**src/rtl/mem_copy_dma.sv**
```systemverilog
// rtl/mem_copy_dma.sv - block copy engine mastering a single-port data memory
// Optional constant-fill mode is compiled in with MEM_COPY_FILL_EN.
module mem_copy_dma #(
    parameter int AD = 5,
    parameter int C  = 32
) (
    input  logic          i_clk,
    input  logic          i_rst,
    input  logic          i_start,
    input  logic [AD-1:0] i_src_addr,
    input  logic [AD-1:0] i_dst_addr,
    input  logic [AD:0]   i_len,
`ifdef MEM_COPY_FILL_EN
    input  logic          i_fill_mode,
    input  logic [C-1:0]  i_fill_pattern,
`endif
    output logic          o_busy,
    output logic          o_done,
    output logic          o_mem_en,
    output logic          o_mem_wr_rd,
    output logic [AD-1:0] o_mem_addr,
    output logic [C-1:0]  o_mem_din,
    input  logic [C-1:0]  i_mem_dout
);

    typedef enum logic [2:0] {S_IDLE, S_RD, S_WAIT, S_WR, S_DONE} state_t;

    state_t        r_state;
    logic [AD-1:0] r_src;
    logic [AD-1:0] r_dst;
    logic [AD:0]   r_len;
    logic [AD:0]   r_i;

    logic          w_start_fill;
    logic          w_fill;
    logic [C-1:0]  w_fill_pat;
    logic [AD:0]   w_i_next;
    logic          w_last;
    logic [AD-1:0] w_dst_cur;
    logic [AD-1:0] w_src_next;
    logic [AD-1:0] w_dst_next;

`ifdef MEM_COPY_FILL_EN
    logic r_fill;
    assign w_start_fill = i_fill_mode;
    assign w_fill       = r_fill;
    assign w_fill_pat   = i_fill_pattern;

    always_ff @(posedge i_clk) begin
        if (i_rst)
            r_fill <= 1'b0;
        else if (r_state == S_IDLE && i_start)
            r_fill <= i_fill_mode;
    end
`else
    assign w_start_fill = 1'b0;
    assign w_fill       = 1'b0;
    assign w_fill_pat   = '0;
`endif

    // Addresses wrap naturally by truncation to AD bits.
    assign w_i_next   = r_i + {{AD{1'b0}}, 1'b1};
    assign w_last     = (w_i_next == r_len);
    assign w_dst_cur  = r_dst + r_i[AD-1:0];
    assign w_src_next = r_src + w_i_next[AD-1:0];
    assign w_dst_next = r_dst + w_i_next[AD-1:0];

    // Outputs are loaded on the edge entering a state, so they are valid for
    // the whole cycle spent in it. o_mem_din doubles as the data register.
    always_ff @(posedge i_clk) begin
        if (i_rst) begin
            r_state     <= S_IDLE;
            r_src       <= '0;
            r_dst       <= '0;
            r_len       <= '0;
            r_i         <= '0;
            o_busy      <= 1'b0;
            o_done      <= 1'b0;
            o_mem_en    <= 1'b0;
            o_mem_wr_rd <= 1'b0;
            o_mem_addr  <= '0;
            o_mem_din   <= '0;
        end else begin
            o_done <= 1'b0;
            case (r_state)
                S_IDLE: begin
                    o_mem_en <= 1'b0;
                    o_busy   <= 1'b0;
                    if (i_start) begin
                        r_src <= i_src_addr;
                        r_dst <= i_dst_addr;
                        r_len <= i_len;
                        r_i   <= '0;
                        if (i_len == '0) begin
                            r_state <= S_DONE;
                            o_done  <= 1'b1;
                        end else if (w_start_fill) begin
                            r_state     <= S_WR;
                            o_busy      <= 1'b1;
                            o_mem_en    <= 1'b1;
                            o_mem_wr_rd <= 1'b1;
                            o_mem_addr  <= i_dst_addr;
                            o_mem_din   <= w_fill_pat;
                        end else begin
                            r_state     <= S_RD;
                            o_busy      <= 1'b1;
                            o_mem_en    <= 1'b1;
                            o_mem_wr_rd <= 1'b0;
                            o_mem_addr  <= i_src_addr;
                        end
                    end
                end
                S_RD: begin
                    r_state  <= S_WAIT;
                    o_mem_en <= 1'b0;
                end
                S_WAIT: begin
                    r_state     <= S_WR;
                    o_mem_en    <= 1'b1;
                    o_mem_wr_rd <= 1'b1;
                    o_mem_addr  <= w_dst_cur;
                    o_mem_din   <= i_mem_dout;
                end
                S_WR: begin
                    r_i <= w_i_next;
                    if (w_last) begin
                        r_state  <= S_DONE;
                        o_busy   <= 1'b0;
                        o_mem_en <= 1'b0;
                        o_done   <= 1'b1;
                    end else if (w_fill) begin
                        o_mem_addr <= w_dst_next;
                    end else begin
                        r_state     <= S_RD;
                        o_mem_wr_rd <= 1'b0;
                        o_mem_addr  <= w_src_next;
                    end
                end
                S_DONE: begin
                    r_state <= S_IDLE;
                end
                default: begin
                    r_state <= S_IDLE;
                end
            endcase
        end
    end

endmodule

```
**config.mk**
```make
export PLATFORM = sky130hd
export DESIGN_NAME = mem_copy_dma
export DESIGN_NICKNAME = d
export VERILOG_FILES = /design/src/rtl/mem_copy_dma.sv
export SDC_FILE = /design/constraint.sdc
export NUM_CORES = 1
export LEC_CHECK = 0
export CAP_MARGIN = 25
export CELL_PAD_IN_SITES_DETAIL_PLACEMENT = 1
export CELL_PAD_IN_SITES_GLOBAL_PLACEMENT = 1
export CORE_MARGIN = 3
export CORE_UTILIZATION = 36
export DETAILED_ROUTE_END_ITERATION = 8
export PLACE_DENSITY = 0.95
export REMOVE_ABC_BUFFERS = 1
export SYNTH_ARGS = -nofsm -noshare
export SYNTH_HDL_FRONTEND = slang
export SYNTH_SLANG_ARGS = --single-unit
```
**constraint.sdc**
```tcl
create_clock -name i_clk -period 3.8 [get_ports i_clk]
set_input_delay 0.76 -clock i_clk [delete_from_list [all_inputs] [get_ports i_clk]]
set_output_delay 0.76 -clock i_clk [all_outputs]
set_load 0.05 [all_outputs]
```
# [Word level (Yosys, flattened, before mapping)]
# Index checks and enable logic that the tools add are counted.
[word_totals] reg_bits=66 output_inout_bits=41 inputBits=51
[op_classes] eq_ne=8 n_mux=23 reduce_logical=10 n_addsub=3
[ops] op="two-way mux 5 bit" count=3
[ops] op="one-hot mux 5 bit (3 select lines)" count=1
[ops] op="one-hot mux 3 bit (4 select lines)" count=1
[ops] op="one-hot mux 6 bit (2 select lines)" count=1
[ops] op="adder 5 bit" count=2
[ops] op="two-way mux 1 bit" count=9
[ops] op="two-way mux 3 bit" count=3
[ops] op="inequality test 2 bit, second input constant" count=4
[ops] op="AND reduction 2 bit" count=4
[ops] op="adder 6 x 1 -> 6 bit, second input constant" count=1
[ops] op="equality test 3 x 2 -> 1 bit, second input constant" count=2
[ops] op="equality test 6 bit" count=1
[ops] op="logical NOT 6 bit" count=1
[ops] op="two-way mux 6 bit" count=1
[ops] op="one-hot mux 1 bit (2 select lines)" count=2
[ops] op="one-hot mux 1 bit (4 select lines)" count=1
[ops] op="AND reduction 4 bit" count=1
[ops] op="nonzero test 4 bit" count=1
[ops] op="equality test 3 x 1 -> 1 bit, second input constant" count=1
[ops] op="logical NOT 3 bit" count=1
[ops] op="one-hot mux 1 bit (3 select lines)" count=1
[ops] op="nonzero test 3 bit" count=1
[ops] op="nonzero test 2 bit" count=1

# [Logic depth before layout (Yosys ltp)]
[logic_depth] word_depth=4 mapped_depth=9

# [Worst setup path before layout]
# OpenSTA, ideal clock, no wires.
[synth_timing] kind="reg2reg" start="reg r_i[0]" end="reg o_mem_addr[4]" setup_slack_ns=1.609 stages_incl_launch_ff=9 t_required_ns=3.664 period_less_slack_ns=2.191 arrival_time_ns=2.055 cell_sequence="dfxtp_1 -> ha_1 -> inv_1 -> fa_1 -> nand3b_1 -> and3b_1 -> mux2_2 -> a211oi_1 -> a221oi_2"
[synth_via] elab_chain_len=4 word_cells_on_any_way=8
[synth_lines] item="from (decl)" line="32" source="logic [AD:0] r_i;"
[synth_lines] item="from (signal assigned)" line="125" source="r_i <= w_i_next;"
[synth_lines] item="adder 6 x 1 -> 6 bit" line="62" source="assign w_i_next = r_i + {{AD{1'b0}}, 1'b1};"
[synth_lines] item="adder 5 bit or equality test 6 bit (tied branches)" line="65, 63"
[synth_lines] item="two-way mux 5 bit or inequality test 2 bit (tied branches)"
[synth_lines] item="one-hot mux 5 bit (3 select lines) or AND reduction 4 bit (tied branches)"
[synth_lines] item="to (signal assigned)" line="121" source="o_mem_addr <= w_dst_cur;"
[synth_lines] item="to (signal assigned)" line="132" source="o_mem_addr <= w_dst_next;"
[synth_lines] item="to (signal assigned)" line="136" source="o_mem_addr <= w_src_next;"
[synth_lines] item="to (decl)" line="21" source="output logic [AD-1:0] o_mem_addr,"
# Several ways; a longest one is shown, not always the timed one. The select of a mux whose other input is x is not followed.
# A chain may end at the register's enable or synchronous reset.

# [Worst setup path after layout]
# Same ends and word-level chain as after synthesis.

==> impl_metrics.prom <==
# TYPE chip_impl_metric gauge
chip_impl_info{name="clockRootBuffer",value="clkbuf_8"} 1
chip_impl_metric{name="finish.cell_count_without_fillers",unit=""} 572
chip_impl_metric{name="cts-htree-levels",unit=""} 3
chip_impl_metric{name="tightest_slew",unit="ns"} 0.866
chip_impl_metric{name="totalNegativeSetupSlack",unit="ns"} 0
chip_impl_metric{name="setup_violations",unit=""} 0
chip_impl_metric{name="antenna_found_initial",unit=""} 0
chip_impl_metric{name="m1WireLength",unit="um"} 4160
chip_impl_metric{name="yosysSeqAreaShare",unit=""} 0.435
chip_impl_metric{name="die_area",unit="sq um"} 9580
chip_impl_metric{name="core_region_area",unit="sq um"} 7970
chip_impl_metric{name="wire_length_of_the_first_global_routing_pass",unit="um"} 17200
chip_impl_info{name="tritoncts_clock_tree",value="built"} 1
chip_impl_metric{name="fin_total_pwr",unit="mW"} 2.09
chip_impl_info{name="rr_endpoint",value="o_mem_addr[4]"} 1
chip_impl_info{name="critPathLaunchType",value="flop"} 1
chip_impl_metric{name="post_synth.cell_area_avg",unit="sq um"} 7.99
chip_impl_info{name="yosys-top-cells-area",value="dfxtp_1 43%, nand2_1 13%, a21oi_1 11%"} 1
chip_impl_metric{name="floorplan.die.height",unit="um"} 97.9
chip_impl_metric{name="met3RoutedLength",unit="um"} 516
chip_impl_info{name="top_cells_by_instance_count_after_synthesis",value="102 x nand2_1, 69 x a21oi_1, 66 x dfxtp_1"} 1
chip_impl_info{name="postSynth.topFlopCell",value="dfxtp_1"} 1
chip_impl_metric{name="cts-buffers-inserted",unit=""} 9
chip_impl_metric{name="peakVddDrop",unit="V"} 0.000224
chip_impl_info{name="worstHoldStart",value="o_mem_din[2]"} 1
chip_impl_metric{name="dp_cells",unit=""} 556
chip_impl_metric{name="synthArstFlopShare",unit=""} 0
chip_impl_metric{name="first_pass_iters",unit=""} 4
chip_impl_metric{name="post_cts_resized",unit=""} 0
chip_impl_metric{name="post_synthesis_instance_area",unit="sq um"} 3040
chip_impl_metric{name="maxClockFrequency",unit="MHz"} 370
chip_impl_metric{name="initial_utilization",unit=""} 0.381
chip_impl_metric{name="drt.antenna.violating_nets",unit=""} 0
chip_impl_metric{name="diodes_inserted",unit=""} 0
chip_impl_metric{name="synth_edf_count",unit=""} 0
chip_impl_info{name="top_layer",value="met4"} 1
chip_impl_metric{name="detailroute.via_count",unit=""} 3072
chip_impl_info{name="status",value="finished, final reports clean"} 1
chip_impl_metric{name="wl_met2",unit="um"} 5450
chip_impl_metric{name="nFillCells",unit=""} 955
chip_impl_info{name="r2r_start",value="r_i[0]"} 1
chip_impl_metric{name="number_of_global_route_vias_before_repair",unit=""} 3389
chip_impl_metric{name="synth.ff_latch_count",unit=""} 66
chip_impl_metric{name="reg2reg_setup_slack",unit="ns"} 1.10
chip_impl_info{name="setup_repair_after_global_routing_missed_its_margin",value="no"} 1
chip_impl_metric{name="design.final.nets",unit=""} 528
chip_impl_metric{name="finClkSkew",unit="ns"} 0.0135
chip_impl_metric{name="grt.overflow.total",unit=""} 0
chip_impl_metric{name="worst-endpoint-required",unit="ns"} 3.99
chip_impl_metric{name="power.density_cell_area",unit="nW/um^2"} 491
chip_impl_metric{name="clk_path_buf_depth",unit=""} 2
chip_impl_metric{name="timing.final.max_slew_violations",unit=""} 0
chip_impl_metric{name="reg2regPathDepth",unit=""} 8
chip_impl_metric{name="timing_hold_violations_final",unit=""} 0
chip_impl_metric{name="timing.final.crit_period",unit="ns"} 2.70
chip_impl_metric{name="worst_ep_arrival_time",unit="ns"} 2.89
chip_impl_metric{name="worstPathMaxFanout",unit=""} 8
chip_impl_metric{name="drt-initial-drc-count",unit=""} 189
chip_impl_metric{name="yosys.cell_types.count",unit=""} 38
chip_impl_metric{name="cts_hold_buf",unit=""} 0
chip_impl_metric{name="cellLeakagePower",unit="nW"} 1.60
chip_impl_metric{name="share_of_yosys_cell_area_claimed_by_the_top_area_cell_type",unit=""} 0.435
chip_impl_metric{name="areaGrowthSynthToFinish",unit="%"} 40.0
chip_impl_metric{name="drc",unit=""} 0
chip_impl_metric{name="placementRows",unit=""} 32
chip_impl_info{name="crit_type",value="reg -> reg"} 1
chip_impl_info{name="min_to",value="o_mem_din[2]"} 1
chip_impl_metric{name="slew_headroom",unit=""} 0.423
chip_impl_metric{name="viasPerCell",unit=""} 5.37
chip_impl_metric{name="per_cell_routed_wire_length",unit="um"} 18.8
chip_impl_metric{name="post-dp-hpwl",unit="um"} 7470
chip_impl_metric{name="worst_setup_hold_path_clk_slew",unit="ns"} 0.08
chip_impl_metric{name="grt_max_degree",unit=""} 46
chip_impl_info{name="end_kind",value="flop"} 1
chip_impl_metric{name="clk_latency",unit="ns"} 0.35
chip_impl_metric{name="drive_gt1_frac",unit=""} 0.0723
chip_impl_metric{name="count_of_warnings_emitted_by_yosys",unit=""} 0
chip_impl_metric{name="global_route.usage.total",unit=""} 0.224
chip_impl_metric{name="cts.repair_timing.setup_buffer_count",unit=""} 0
chip_impl_metric{name="weighted_congestion_at_the_end_of_routability_driven_global_placement",unit=""} 0.882
chip_impl_info{name="synthMostInstantiatedCell",value="nand2_1"} 1
chip_impl_metric{name="finalWirelength",unit="um"} 10700
chip_impl_metric{name="place.port_buffers",unit=""} 91
chip_impl_info{name="cell_type_with_the_highest_aggregate_area_in_the_netlist",value="dfxtp_1"} 1
chip_impl_metric{name="whs_path_cells",unit=""} 2
chip_impl_metric{name="sink_count_of_the_clock_tree",unit=""} 66
chip_impl_metric{name="die_width",unit="um"} 97.9
chip_impl_metric{name="cap_viol_max_count",unit=""} 0
chip_impl_metric{name="design.portCount",unit=""} 92
chip_impl_info{name="hp-class",value="reg -> reg"} 1
chip_impl_metric{name="synthCells",unit=""} 380
chip_impl_metric{name="period_share",unit=""} 0.711
critical path: stages, from the launching register on:
cell	delay, ns
dfxtp_1	0.43
ha_1	0.46
inv_1	0.09
fa_1	0.45
nand3b_1	0.22
and3b_1	0.18
mux2_2	0.26
a211oi_1	0.33
a221oi_2	0.12
layout make-up:
class,count,area [sq um],area share
multi-input combinational,283,1600,0.375
sequential,66,1320,0.311
tap,102,128,0.0300
clock buffer,11,151,0.0356
clock inverter,5,60.1,0.0141
timing repair buffer,96,963,0.227
inverter,9,33.8,0.00794
metal layers:
metal	GRT usage	up-vias
met1	0.246	1475
met3	0.0414	46
met2	0.401	113
li1	-	1438
met4	0.131	0
met5	0	-
per-stage QoR:
stage / util / cell area, sq um / hold WS (ns) / setup slack (ns)
3_3_place_gp: 0.504 / 4010 / 0.441 / 1.24
4_1_cts: 0.534 / 4250 / 0.462 / 1.15
6_report: 0.534 / 4250 / 0.459 / 1.10
3_5_place_dp: 0.507 / 4040 / 0.448 / 1.12
5_1_grt: 0.534 / 4250 / 0.480 / 1.02
2_1_floorplan: - / 2950 / 0.435 / 0.965
sequential cells by signal, indices dropped and copies added (netlist names):
register	flops
o_mem_addr	5
o_mem_din	32
o_mem_en	1
o_done	1
r_src	5
o_mem_wr_rd	1
r_len	6
r_dst	5
r_state	3
r_i	6
o_busy	1
worst max-delay path by stage:
stage	startpoint	slack [ns]	cells after the start	endpoint
floorplan	r_state[1]	0.96	4	o_mem_addr[4]
global placement	i_len[4]	1.24	6	o_mem_addr[0]
detailed placement	i_len[4]	1.12	6	o_mem_addr[0]
CTS	r_i[0]	1.15	8	o_mem_addr[4]
global route	r_i[0]	1.02	8	o_mem_addr[4]
finish	r_i[0]	1.10	8	o_mem_addr[4]
cells in the final DEF (no fill, tap or decap), drive strengths merged, types with 8 or more instances in the layout:
cell type,instances
xnor2,12
nand2,102
nor2,20
nand3,8
clkdlybuf4s50,90
dfxtp,66
a21oi,69
o21ai,9
inv,11
ha,10
clkbuf,11
power by group:
group	total (mW)	switching [mW]	internal, mW	leakage (nW)
registers	0.816	0.0560	0.760	0.538
clock network	0.632	0.289	0.342	0.106
logic	0.639	0.406	0.233	0.955
cells by family (layout without fill, tap and decap cells):
kind of cell	Yosys count	after routing	share of synthesized area
simple gates	155	155	0.222
buf+inv	31	121	0.0416
compound gates	92	92	0.173
mux	7	7	0.0247
flops	66	66	0.435
fa+ha+maj	12	12	0.0544
xor+xnor	17	17	0.0490
No activity file was read; power rests on OpenSTA's default activity.
